`src/rtl/uart_rxd_pkg.sv`:
```
// Shared types and constants for the UART receive packing interface.
package uart_rxd_pkg;

  typedef enum logic [1:0] {
    IDLE    = 2'd0,
    COLLECT = 2'd1,
    HOLD    = 2'd2
  } rx_state_e;

  localparam int ERR_PAR_BIT   = 0;
  localparam int ERR_FRAME_BIT = 1;
  localparam int ERR_OVR_BIT   = 2;

  function automatic int calc_lanes(input int bus_w, input int data_w);
    return bus_w / data_w;
  endfunction

endpackage

```
`src/rtl/uart_sync_fifo.sv`:
```
// Synchronous first-word-fall-through FIFO; the extra pointer bit separates full from empty.
module uart_sync_fifo #(
  parameter int WIDTH = 8,
  parameter int DEPTH = 16
) (
  input  logic                       clk,
  input  logic                       rst,
  input  logic                       wr,
  input  logic [WIDTH-1:0]           wdata,
  input  logic                       rd,
  output logic [WIDTH-1:0]           rdata,
  output logic                       full,
  output logic                       empty,
  output logic [$clog2(DEPTH+1)-1:0] level
);

  localparam int AW = $clog2(DEPTH);
  localparam int LW = $clog2(DEPTH + 1);

  logic [WIDTH-1:0] mem [DEPTH];
  logic [AW:0]      wr_ptr;
  logic [AW:0]      rd_ptr;
  logic             push;
  logic             pop;

  // Fullness is taken from the pre-edge pointers, so a same-cycle pop never frees room for a write.
  assign push  = wr && !full;
  assign pop   = rd && !empty;
  assign empty = (wr_ptr == rd_ptr);
  assign full  = (wr_ptr[AW] != rd_ptr[AW]) && (wr_ptr[AW-1:0] == rd_ptr[AW-1:0]);
  assign level = LW'(wr_ptr - rd_ptr);
  assign rdata = mem[rd_ptr[AW-1:0]];

  always_ff @(posedge clk) begin
    if (rst) begin
      wr_ptr <= '0;
      rd_ptr <= '0;
    end else begin
      if (push) wr_ptr <= wr_ptr + 1'b1;
      if (pop)  rd_ptr <= rd_ptr + 1'b1;
    end
  end

  always_ff @(posedge clk) begin
    if (push) mem[wr_ptr[AW-1:0]] <= wdata;
  end

endmodule

```
`src/rtl/uart_rxd_pack_if.sv`:
```
// UART receive interface: buffers characters in a FIFO and packs them into bus words,
// with partial-word timeout flush and sticky overrun/frame/parity reporting.
module uart_rxd_pack_if
  import uart_rxd_pkg::*;
#(
  parameter int DATA_W  = 8,
  parameter int DEPTH   = 16,
  parameter int BUS_W   = 32,
  parameter int TIMEOUT = 255
) (
  input  logic                                            i_clk,
  input  logic                                            i_rst,
  input  logic                                            i_rxd_fifo_wr,
  input  logic [DATA_W+1:0]                               i_rxd_fifo_wdata,
  output logic                                            o_rxd_fifo_wfull,
  input  logic                                            i_pack_en,
  input  logic                                            i_rd,
  output logic                                            o_rvalid,
  output logic [BUS_W-1:0]                                o_rdata,
  output logic [$clog2(calc_lanes(BUS_W, DATA_W)+1)-1:0] o_rcount,
  output logic [$clog2(DEPTH+1)-1:0]                      o_level,
  output logic                                            o_busy,
  output logic [2:0]                                      o_error,
  input  logic                                            i_error_clr
);

  localparam int LANES = calc_lanes(BUS_W, DATA_W);
  localparam int CW    = $clog2(LANES + 1);
  localparam int TW    = (TIMEOUT < 2) ? 1 : $clog2(TIMEOUT);
  localparam logic [TW-1:0] TLAST = TW'((TIMEOUT > 0) ? TIMEOUT - 1 : 0);

  rx_state_e         state_q, state_d;
  logic [BUS_W-1:0]  word_q, word_d;
  logic [CW-1:0]     count_q, count_d;
  logic [TW-1:0]     timer_q, timer_d;
  logic [2:0]        err_q, err_d;
  logic              fifo_rd;
  logic              fifo_empty;
  logic              fifo_full;
  logic [DATA_W-1:0] fifo_rdata;
  logic              wr_accept;

  uart_sync_fifo #(
    .WIDTH(DATA_W),
    .DEPTH(DEPTH)
  ) u_fifo (
    .clk  (i_clk),
    .rst  (i_rst),
    .wr   (i_rxd_fifo_wr),
    .wdata(i_rxd_fifo_wdata[DATA_W-1:0]),
    .rd   (fifo_rd),
    .rdata(fifo_rdata),
    .full (fifo_full),
    .empty(fifo_empty),
    .level(o_level)
  );

  assign wr_accept = i_rxd_fifo_wr && !fifo_full;

  always_ff @(posedge i_clk) begin
    if (i_rst) begin
      state_q <= IDLE;
      word_q  <= '0;
      count_q <= '0;
      timer_q <= '0;
      err_q   <= '0;
    end else begin
      state_q <= state_d;
      word_q  <= word_d;
      count_q <= count_d;
      timer_q <= timer_d;
      err_q   <= err_d;
    end
  end

  // Sets are applied after the clear so a same-cycle event is never lost.
  always_comb begin
    err_d = i_error_clr ? 3'b000 : err_q;
    if (i_rxd_fifo_wr && fifo_full)                 err_d[ERR_OVR_BIT]   = 1'b1;
    if (wr_accept && i_rxd_fifo_wdata[DATA_W+1])    err_d[ERR_FRAME_BIT] = 1'b1;
    if (wr_accept && i_rxd_fifo_wdata[DATA_W])      err_d[ERR_PAR_BIT]   = 1'b1;
  end

  // The pack mode is only consulted when leaving IDLE, so later i_pack_en changes cannot disturb a word.
  always_comb begin
    state_d = state_q;
    word_d  = word_q;
    count_d = count_q;
    timer_d = timer_q;
    fifo_rd = 1'b0;
    unique case (state_q)
      IDLE: begin
        timer_d = '0;
        if (!fifo_empty) begin
          fifo_rd             = 1'b1;
          word_d              = '0;
          word_d[DATA_W-1:0]  = fifo_rdata;
          count_d             = CW'(1);
          state_d             = (i_pack_en && (LANES > 1)) ? COLLECT : HOLD;
        end
      end
      COLLECT: begin
        if (!fifo_empty) begin
          fifo_rd = 1'b1;
          timer_d = '0;
          for (int k = 0; k < LANES; k++) begin
            if (count_q == CW'(k)) word_d[k*DATA_W +: DATA_W] = fifo_rdata;
          end
          count_d = count_q + CW'(1);
          if (count_d == CW'(LANES)) state_d = HOLD;
        end else if (TIMEOUT != 0) begin
          if (timer_q == TLAST) state_d = HOLD;
          else                  timer_d = timer_q + TW'(1);
        end
      end
      HOLD: begin
        if (i_rd) begin
          state_d = IDLE;
          word_d  = '0;
          count_d = '0;
        end
      end
      default: state_d = IDLE;
    endcase
  end

  assign o_rvalid         = (state_q == HOLD);
  assign o_rdata          = o_rvalid ? word_q : '0;
  assign o_rcount         = o_rvalid ? count_q : '0;
  assign o_busy           = !fifo_empty || (state_q != IDLE);
  assign o_error          = err_q;
  assign o_rxd_fifo_wfull = fifo_full;

endmodule

```
`config.mk`:
```
export PLATFORM = sky130hd
export DESIGN_NAME = uart_rxd_pack_if
export DESIGN_NICKNAME = d
export VERILOG_FILES = /design/src/rtl/uart_rxd_pkg.sv /design/src/rtl/uart_sync_fifo.sv /design/src/rtl/uart_rxd_pack_if.sv
export SDC_FILE = /design/constraint.sdc
export NUM_CORES = 1
export LEC_CHECK = 0
export CORE_MARGIN = 2
export CORE_UTILIZATION = 58
export DETAILED_ROUTE_END_ITERATION = 7
export GPL_TIMING_DRIVEN = 1
export PLACE_DENSITY_LB_ADDON = 0.25
export SLEW_MARGIN = 20
export SYNTH_ARGS = -nofsm -noshare
export SYNTH_HDL_FRONTEND = slang
export SYNTH_SLANG_ARGS = --single-unit
export TNS_END_PERCENT = 30
```
`constraint.sdc`:
```
create_clock -name i_clk -period 3.55 [get_ports i_clk]
set_input_delay 0.5325 -clock i_clk [delete_from_list [all_inputs] [get_ports i_clk]]
set_output_delay 0.5325 -clock i_clk [all_outputs]
set_load 0.05 [all_outputs]
```
==> metrics.yaml <==
worst_hold_path:
  holdPathEnd: "word_q[24]$_SDFFE_PP0P_"
  hold_class: "flop to flop"
  min_from: "word_q[24]$_SDFFE_PP0P_"
  whs_path_depth: 1
routing:
  first_pass_iters: 5
  wl_met3_um: 781
  drc: 0
  routed_wl_um: 16210
  wl_met2_um: 8078
  wl_met1_um: 7072
  first_iter_violations: 411
  vias: 5041
  top_layer: "met4"
  viasPerCell: 5.715
  ant_nets: 0
  wire_per_inst_um: 18.38
synth:
  ys_seq_elements: 190
  synth_cell_types: 50
  async_flop_share_pct: 0
  postSynthCellCount: 616
  synth_fp_nets: 654
  synth_largest_area_cell: "edfxtp_1"
  synth_edf_count: 128
  synthTopCellsByArea: "edfxtp_1 (48%), dfxtp_1 (15%), mux2i_1 (8.8%)"
  synth_ff_type: "edfxtp_1"
  netlist.area_leader.share_pct: 47.58
  syn_area_um2: 8078
  ys_seq_area_share_pct: 62.95
  ys_warn_count: 0
  syn_avg_cell_area_um2: 13.11
die:
  io_pins: 62
  start_util_pct: 58.88
  die_y_um: 122.0
  die_w_um: 122.0
  rows: 43
  core_region_area_um2: 13720
  dieArea_um2: 14890
global_routing:
  antenna_found_initial: 0
  track_usage_pct: 22.93
  grt_max_degree: 40
  overflow: 0
  grt_pass1_wl_um: 25520
  grt_pass1_vias: 4965
sta:
  clock.fmax_ghz: 0.2957
  slew_headroom_pct: 45.75
  setup_violations: 0
  final_hold_viol_count: 0
  tightestPinTransition_ns: 0.8137
  slew_viol_final: 0
  period_share_pct: 95.27
  period_minus_slack_ns: 3.382
  rsz0062_at_grt: "false"
  setup_slack_ns: 0.1680
  tns_ns: 0
  finalClockSkew_ns: 0.004718
place:
  place_ws_ns: 0.6134
  post-dp-hpwl_um: 10830
  gp_congestion: 0.7950
  portBuffers: 61
cells_and_area:
  nets: 727
  drive_above_1_share_pct: 9.402
  syn_to_final_growth_pct: 17.81
  final_util_pct: 69.37
  n_antenna_cell: 0
clock_tree:
  cts_buffers: 17
  cts.path.max_buffers: 2
  cts_tree: "yes"
  cts_setup_buffers: 0
  worst_setup_hold_path_clk_slew_ns: 0.07
  post_cts_resized: 0
  clk_latency_ns: 0.43
  hold_buffers: 0
  htreeDepth: 4
  numClockSinks: 190
  cts.root.buffer_cell: "clkbuf_16"
power:
  peakVddDrop_v: 0.0004176
  powerDensity_nw_per_um2: 650.6
  leakage_nw: 3.369
  power.total_w: 0.006192
worst_setup_path:
  cp.arrival_ns: 2.85
  rrSetupSlack_ns: 0.93
  rr_worst_depth: 6
  path_class: "flop to output port"
  start_kind: "flop"
  reg2reg_from: "u_fifo.wr_ptr[2]$_SDFFE_PP0P_"
  required_ns: 3.02
  timing.rr.end: "u_fifo.mem[1][4]$_DFFE_PP_"
  critPathMaxFanout: 5
  endpoint_kind: "output port"
run_status:
  status: "completed"
flow_run:
  drv_cap: 0
==> Yosys cell counts, types with 3 or more instances <==
cell type	count
clkbuf_1	17
ha_1	21
nand3_1	6
mux2i_1	71
o21ai_0	5
o22ai_1	7
xnor2_1	12
nand2_1	25
nand4_1	9
dfxtp_1	62
and3_1	3
xor2_1	4
buf_2	10
a21o_1	4
a22o_1	32
nor2b_1	7
nor2_1	43
nor3_1	8
a21oi_1	22
or2_2	3
edfxtp_1	128
a22oi_1	32
nand2b_1	4
and2_1	36
inv_1	17
==> sequential cells by signal, summed over array words and instances, names as in the netlist, named ones only <==
signal	flops
timer_q	8
u_fifo.rd_ptr	5
word_q	32
o_error	3
u_fifo.mem	128
u_fifo.wr_ptr	5
state_q	2
count_q	3
==> routing by layer <==
layer / track usage (%) / vias to the layer above
li1: - / 2438
met3: 5.431 / 27
met5: 0 / -
met2: 38.62 / 130
met1: 29.08 / 2446
met4: 8.261 / 0
==> layout by cell type (no fill, tap or decap), types with 6 or more instances in the layout <==
cell type / Yosys / final
mux2i_1: 71 / 71
and2_1: 36 / 36
clkbuf_16: 0 / 17
nor2_1: 43 / 43
clkdlybuf4s50_1: 0 / 61
a22oi_1: 32 / 32
edfxtp_1: 128 / 128
nand2_1: 25 / 25
nor2b_1: 7 / 7
ha_1: 21 / 21
nand4_1: 9 / 9
nand3_1: 6 / 6
dfxtp_1: 62 / 61
a21oi_1: 22 / 22
o22ai_1: 7 / 7
buf_4: 1 / 23
xnor2_1: 12 / 12
nor3_1: 8 / 8
a22o_1: 32 / 32
inv_1: 17 / 17
==> worst max path at each step <==
| stage | slack, ns | depth (start not counted) | endpoint | from |
|---|---|---|---|---|
| floorplan | 0.91 | 7 | o_level[4] | u_fifo.wr_ptr[0]$_SDFFE_PP0P_ |
| global placement | 0.71 | 8 | o_level[4] | u_fifo.wr_ptr[0]$_SDFFE_PP0P_ |
| detailed placement | 0.61 | 8 | o_level[4] | u_fifo.wr_ptr[0]$_SDFFE_PP0P_ |
| CTS | 0.14 | 8 | o_level[4] | u_fifo.wr_ptr[0]$_SDFFE_PP0P_ |
| global route | 0.06 | 8 | o_level[4] | u_fifo.wr_ptr[0]$_SDFFE_PP0P_ |
| finish | 0.17 | 8 | o_level[4] | u_fifo.wr_ptr[0]$_SDFFE_PP0P_ |
==> through the flow <==
step | instance area [um^2] | hold slack, ns | cells
floorplan | 8078 | 0.4340 | 616
global placement | 8954 | 0.4478 | 850
detailed placement | 8954 | 0.4588 | 850
CTS | 9517 | 0.4747 | 882
global route | 9517 | 0.4993 | 882
finish | 9517 | 0.4741 | 882
==> kinds of logic after synthesis <==
| kind of cell | Yosys count | share of synthesized area [%] |
|---|---|---|
| compound gates | 116 | 10.63 |
| xor+xnor | 17 | 1.936 |
| fa+ha+maj | 22 | 3.501 |
| buf+inv | 47 | 2.478 |
| flops | 190 | 62.95 |
| mux | 71 | 8.798 |
| simple gates | 153 | 9.712 |
==> power breakdown <==
part | internal (W) | leakage, nW | total (W) | switching [W]
Clock | 0.000977 | 0.270 | 0.00179 | 0.000812
Combinational | 0.000642 | 1.44 | 0.00178 | 0.00114
Sequential | 0.00248 | 1.66 | 0.00262 | 0.000134
Total | 0.00410 | 3.37 | 0.00619 | 0.00209
==> critical path, cell delays in order (launching register included) <==
cell and delay [ns]:
dfxtp_1 0.42, inv_1 0.11, ha_1 0.22, fa_1 0.40
inv_1 0.08, a21o_1 0.12, a21oi_1 0.09, xnor2_1 0.16
clkdlybuf4s50_1 0.83
==> final cells by class <==
class	instances	area, um^2
sequential	190	5089
fill	949	4203
multi-input combinational	379	2793
timing repair buffer	84	783.3
clock buffer	17	425.4
tap	180	225.2
clock inverter	15	137.6
inverter	17	63.81
(Power assumes the default switching activity.)
